## src/rtl/pipeline_stall_controller.sv

```systemverilog
// Stall/flush scheduler for the 5-stage pipeline: arbitrates memory wait, branch flush
// and load-use bubbles, and tracks halt, memory timeout and total stall cycles.
module pipeline_stall_controller #(
    parameter int MEM_TIMEOUT = 15,
    parameter int CNT_W       = 16
) (
    input  logic             clk,
    input  logic             rst,
    input  logic             load_use,
    input  logic             branch_taken,
    input  logic             mem_req,
    input  logic             mem_ack,
    input  logic             halt_instr,
    output logic             pc_write,
    output logic             ifid_write,
    output logic             idex_write,
    output logic             exmem_write,
    output logic             ifid_flush,
    output logic             idex_flush,
    output logic             memwb_bubble,
    output logic [1:0]       stall_cause,
    output logic             timeout_err,
    output logic [CNT_W-1:0] stall_count
);

    typedef enum logic [1:0] {
        ST_RUN,
        ST_MEM_WAIT,
        ST_HALTED,
        ST_ERROR
    } state_t;

    localparam logic [7:0]       TIMEOUT_VAL = 8'(MEM_TIMEOUT);
    localparam logic [CNT_W-1:0] CNT_MAX     = {CNT_W{1'b1}};

    localparam logic [1:0] CAUSE_NONE   = 2'b00;
    localparam logic [1:0] CAUSE_LOAD   = 2'b01;
    localparam logic [1:0] CAUSE_BRANCH = 2'b10;
    localparam logic [1:0] CAUSE_MEM    = 2'b11;

    state_t           state_reg, state_next;
    logic [7:0]       timer_reg, timer_next;
    logic             timeout_err_reg, timeout_err_next;
    logic [CNT_W-1:0] stall_count_reg, stall_count_next;

    logic freeze;
    logic apply_hazards;

    always_ff @(posedge clk) begin
        if (rst) begin
            state_reg       <= ST_RUN;
            timer_reg       <= 8'd0;
            timeout_err_reg <= 1'b0;
            stall_count_reg <= '0;
        end else begin
            state_reg       <= state_next;
            timer_reg       <= timer_next;
            timeout_err_reg <= timeout_err_next;
            stall_count_reg <= stall_count_next;
        end
    end

    // Next state; also decides whether this cycle freezes or lets the hazard rules act.
    always_comb begin
        state_next       = state_reg;
        timer_next       = timer_reg;
        timeout_err_next = timeout_err_reg;
        freeze           = 1'b0;
        apply_hazards    = 1'b0;
        case (state_reg)
            ST_RUN: begin
                if (halt_instr) begin
                    freeze     = 1'b1;
                    state_next = ST_HALTED;
                end else if (mem_req && !mem_ack) begin
                    freeze     = 1'b1;
                    state_next = ST_MEM_WAIT;
                    timer_next = 8'd1;
                end else begin
                    apply_hazards = 1'b1;
                end
            end
            ST_MEM_WAIT: begin
                if (!mem_ack) begin
                    freeze     = 1'b1;
                    timer_next = timer_reg + 8'd1;
                    if (timer_reg == TIMEOUT_VAL) begin
                        state_next       = ST_ERROR;
                        timeout_err_next = 1'b1;
                    end
                end else begin
                    apply_hazards = 1'b1;
                    state_next    = ST_RUN;
                    timer_next    = 8'd0;
                end
            end
            default: begin
                freeze = 1'b1;
            end
        endcase
    end

    // A taken branch outranks load-use: the stalled instruction is on the wrong path.
    always_comb begin
        pc_write     = 1'b1;
        ifid_write   = 1'b1;
        idex_write   = 1'b1;
        exmem_write  = 1'b1;
        ifid_flush   = 1'b0;
        idex_flush   = 1'b0;
        memwb_bubble = 1'b0;
        stall_cause  = CAUSE_NONE;
        if (freeze) begin
            pc_write     = 1'b0;
            ifid_write   = 1'b0;
            idex_write   = 1'b0;
            exmem_write  = 1'b0;
            memwb_bubble = 1'b1;
            stall_cause  = CAUSE_MEM;
        end else if (apply_hazards) begin
            if (branch_taken) begin
                ifid_flush  = 1'b1;
                idex_flush  = 1'b1;
                stall_cause = CAUSE_BRANCH;
            end else if (load_use) begin
                pc_write    = 1'b0;
                ifid_write  = 1'b0;
                idex_flush  = 1'b1;
                stall_cause = CAUSE_LOAD;
            end
        end
    end

    always_comb begin
        stall_count_next = stall_count_reg;
        if (!pc_write && (stall_count_reg != CNT_MAX)) begin
            stall_count_next = stall_count_reg + 1'b1;
        end
    end

    assign timeout_err = timeout_err_reg;
    assign stall_count = stall_count_reg;

endmodule

```

## config.mk

```make
export PLATFORM = sky130hd
export DESIGN_NAME = pipeline_stall_controller
export DESIGN_NICKNAME = d
export VERILOG_FILES = /design/src/rtl/pipeline_stall_controller.sv
export SDC_FILE = /design/constraint.sdc
export NUM_CORES = 1
export LEC_CHECK = 0
export ABC_AREA = 1
export CAP_MARGIN = 10
export CORE_AREA = 2 2 60 62
export CTS_BUF_LIST = sky130_fd_sc_hd__clkbuf_8
export CTS_CLUSTER_DIAMETER = 50
export DETAILED_ROUTE_END_ITERATION = 10
export DIE_AREA = 0 0 62 64
export PLACE_DENSITY = 0.79
export REMOVE_ABC_BUFFERS = 1
export SETUP_SLACK_MARGIN = 0.1
export SLEW_MARGIN = 40
export SYNTH_ARGS = -nofsm -noshare
export SYNTH_HDL_FRONTEND = slang
export SYNTH_SLANG_ARGS = --single-unit
```

## constraint.sdc

```tcl
create_clock -name clk -period 1.8 [get_ports clk]
set_clock_uncertainty 0.05 [all_clocks]
set_input_delay 0.18 -clock clk [delete_from_list [all_inputs] [get_ports clk]]
set_output_delay 0.18 -clock clk [all_outputs]
set_load 0.1 [all_outputs]
```

# Word-level counts from Yosys, hierarchy flattened
# Index checks and enable logic that the tools add are counted.
# op_classes
addsub	2
eq_ne	7
muxes	34
bitwise	1
n_reduce_logical	9
# op_table
cell	count
two-way mux 8 bit	3
two-way mux 1 bit	20
adder 16 x 1 -> 16 bit, second input constant	1
!= test 16 bit, second input constant	1
case mux 8 bit (2 select lines)	1
two-way mux 2 bit	7
AND reduction 3 bit	3
adder 8 x 1 -> 8 bit, second input constant	1
equality test 8 x 4 -> 1 bit, second input constant	1
!= test 3 bit, second input constant	2
!= test 2 bit, second input constant	2
case mux 1 bit (2 select lines)	2
case mux 2 bit (2 select lines)	1
equality test 2 x 1 -> 1 bit, second input constant	1
logical AND 1 bit	2
logical NOT 1 bit	2
logical NOT 2 bit	1
nonzero test 2 bit	1
NOT 1 bit	1
# word_totals
regBits	27
output_inout_bits	26
word_cells	57

# Logic depth before layout (Yosys ltp)
# logic_depth
ltp_word	9
mapped_depth	10
depth_no_buf	10

# Worst setup path after synthesis
# No wires, ideal clock.
# synth_timing
path_kind	reg2out
startpoint	reg state_reg[0]
endpoint	out idex_flush
arrival_time_ps	3052
slack_ps	-1482
path_stages_with_launch	7
cell_sequence	dfxtp_1 > inv_2 > nor2_4 > nand2_1 > nand2_2 > inv_1 > nor2_1
# synth_between
elab_chain_cells	4
elab_cells_between_ends	6
cone_classes	eq/ne: 1; mux: 4; reduce/logical: 1
# synth_lines
element	line	source
start: declaration	41	state_t state_reg, state_next;
start signal: assignment	56	state_reg <= state_next;
equality test 2 x 1 -> 1 bit or logical NOT 2 bit (tied branches)	70	case (state_reg)
case mux 1 bit (2 select lines)	70	
two-way mux 1 bit	120	end else if (apply_hazards) begin
two-way mux 1 bit *	113	if (freeze) begin
end: declaration	19	output logic idex_flush,
# Mark *: on every way between the ends. The rest lies on a longest branch, timed or not.

# Worst setup path in the final report
# layout_timing
startpoint	reg state_reg[0]
endpoint	out stall_cause[0]
# layout_between
elab_chain_cells	4
elab_cells_between_ends	6
cone_classes	eq/ne: 1; mux: 4; reduce/logical: 1
# layout_lines
element	line	source
equality test 2 x 1 -> 1 bit or logical NOT 2 bit (tied branches)	70	
case mux 1 bit (2 select lines)	70	
two-way mux 2 bit	120	
two-way mux 2 bit *	113	
end: declaration	21	output logic [1:0] stall_cause,
# Marked as above.

==> impl_metrics.yaml <==
yosys:
  synth_area_leaders: "dfxtp_1 (32%), nand2_1 (17%), inv_1 (7.0%), nor2_1 (6.8%), nand3_1 (5.9%)"
  ys_types: 29
  yosysMostFrequentCell: "nand2_1"
  synth_top_area_share_pct: 31.7
  ys_seq_area_share_pct: 31.7
  netlist_area_sq_um: 1700
  synthCells: 261
  synth-edff-count: 0
  async_flop_share_pct: 0
  syn_avg_cell_area_sq_um: 6.53
  ys_top_cells_by_count: "nand2_1 (76), inv_1 (32), nor2_1 (31), dfxtp_1 (27), nand3_1 (20)"
  ys_ff_latch: 27
  dominantRegCellSynth: "dfxtp_1"
  synth_area_leader_cell: "dfxtp_1"
  yosys_warnings: 0
placement:
  gp_congestion: 0.924
  place_area_sq_um: 2440
  numPortBuffers: 32
  place.detailed.hpwl_microns: 3360
detailed_routing:
  vias: 1817
  routed_wl_microns: 4260
  first_pass_iters: 4
  post-route-drc-count: 0
  ant_nets: 0
  drt_iter0_drc: 103
  avgRoutedWirePerCell_microns: 11.9
  vias_per_cell: 5.06
setup_path:
  r2r_slack_ns: 0.26
  slowest_stage: "dfxtp_2"
  crit_chain: "inv_2, nor2_4, nand2_1, nand2_2, nand2_4, buf_4, buf_12"
  path_class: "flip-flop to primary output"
  cp_data_arrival_time_ns: 1.41
  cpPeakStageDelay_ns: 0.36
  required_ns: 1.57
  worstPathMaxFanout: 8
  crit_path_end_kind: "primary output"
  cp-start-kind: "flip-flop"
clocking:
  cts-root-buf: "clkbuf_8"
  htreeDepth: 1
  clk_path_buf_depth: 2
  cts_num_sinks: 27
  cts_tree: "done"
  path_clk_slew_ns: 0.10
  holdBufCountCts: 0
  worstSkewPairLatency_ns: 0.29
  cts_made_buffers: 3
floorplanning:
  die_area_sq_um: 3970
  fp-row-count: 21
  start_util_pct: 51.9
  ios: 33
  fp.dieH_microns: 64
  coreArea_sq_um: 3280
  die_w_microns: 62
timing:
  slew_headroom_pct: 79.5
  report.final.slew_viol_count: 0
  fin_hold_ws_ns: 0.204
  max_freq_mhz: 608
  finalHoldViolCount: 0
  finalSetupTns_ns: 0
  setup_viol: 0
  rsz0062_at_grt: "true"
  period_needed_ns: 1.64
  worst_pin_slew_ns: 0.307
  period_share_pct: 91.4
power:
  powerDensity_nw_per_um2: 696
  total_power_mw: 1.76
  vdd_drop_max_mv: 0.500
  leakage_nw: 1.04
run:
  maxCapViolations: 0
min_path:
  hold_class: "input port to flip-flop"
run_status:
  status: "complete, no violations"
finish:
  final_area_sq_um: 2530
  fill_cells: 233
  diodes: 0
  drive_above_1_share_pct: 28.1
  largest_register_ffs: 16
  syn_to_final_growth_pct: 48.8
  fin_nets: 323
global_routing:
  grt_max_degree: 18
  grt_first_pass_wirelength_microns: 7160
  antenna_found_initial: 0
  track_usage_pct: 23.4
  first_global_vias: 1660
  grt-ovfl-total: 0
==> power by group <==
group          leakage, nW  switching, mW  internal [mW]
registers            0.220         0.0267          0.620
clock network       0.0261          0.217          0.163
logic                0.790          0.486          0.251
==> path summary, 6_finish.rpt <==
path                                  end                    startpoint  cells after the start
min             timer_reg[7]$_SDFFE_PP0P_                       mem_ack                      4
max reg2reg  stall_count[15]$_SDFFE_PP0P_  stall_count[15]$_SDFFE_PP0P_                      9
max                        stall_cause[0]     state_reg[0]$_SDFFE_PP0P_                      7
min reg2reg     state_reg[0]$_SDFFE_PP0P_     state_reg[0]$_SDFFE_PP0P_                      2
==> final cells by class <==
class	count	area, sq um	area share, %
multi-input cells	192	1020	40.1
flip-flops and latches	27	544	21.5
repair buffers	53	728	28.7
inverters	37	139	5.48
clock buffers	3	41.3	1.63
clock inverters	1	8.76	0.346
well taps	46	57.6	2.27
==> logic make-up after synthesis <==
kind of cell	count (synthesis)	share of synthesized area, %
AO/OA/AOI/OAI	35	13.1
XOR/XNOR	5	2.57
adder cells (fa/ha/maj)	2	1.47
buffers and inverters	42	10.4
flip-flops	27	31.7
AND/OR/NAND/NOR	150	40.7
==> critical path: cells and delay by family, from the launching register on <==
family                 cells  cell delay (ns)
buffers and inverters      3             0.40
and+or+nand+nor            4             0.37
DFF                        1             0.36
==> through the flow <==
| stage | util [%] | setup slack, ns | instances |
|---|---|---|---|
| CTS | 76.4 | 0.100 | 358 |
| detailed placement | 74.3 | -0.0177 | 354 |
| global route | 77.2 | 0.0799 | 359 |
| floorplan | - | -2.00 | 256 |
| finish | 77.2 | 0.155 | 359 |
| global placement | 74.3 | 0.0499 | 354 |
==> per-layer routing <==
metal | global-route usage (%) | up-vias | wire length (microns)
met4 | 6.91 | 0 | 67
met1 | 28.8 | 829 | 1830
li1 | - | 931 | -
met5 | 0 | - | 0
met2 | 40.8 | 48 | 2210
met3 | 3.24 | 9 | 152
==> placed cells by master (no fill, tap or decap), drive strengths merged <==
| master | count |
|---|---|
| nand2 | 81 |
| buf | 47 |
| inv | 38 |
| nor2 | 36 |
| dfxtp | 27 |
| a21oi | 22 |
| nand3 | 21 |
| o21ai | 10 |
| nand4 | 9 |
| clkdlybuf4s50 | 5 |
| xnor2 | 3 |
| clkbuf | 3 |
| nor3 | 2 |
| xor2 | 2 |
| ha | 2 |
| nor3b | 1 |
| a31oi | 1 |
| o211ai | 1 |
| o21bai | 1 |
| dlymetal6s2s | 1 |
==> what timing repair did <==
action | CTS | global route
setup buffers | 0 | 1
gates resized for setup | 8 | 5
pin swaps | 2 | 2
endpoints found under the setup margin | 6 | 16
(Power assumes the default switching activity.)
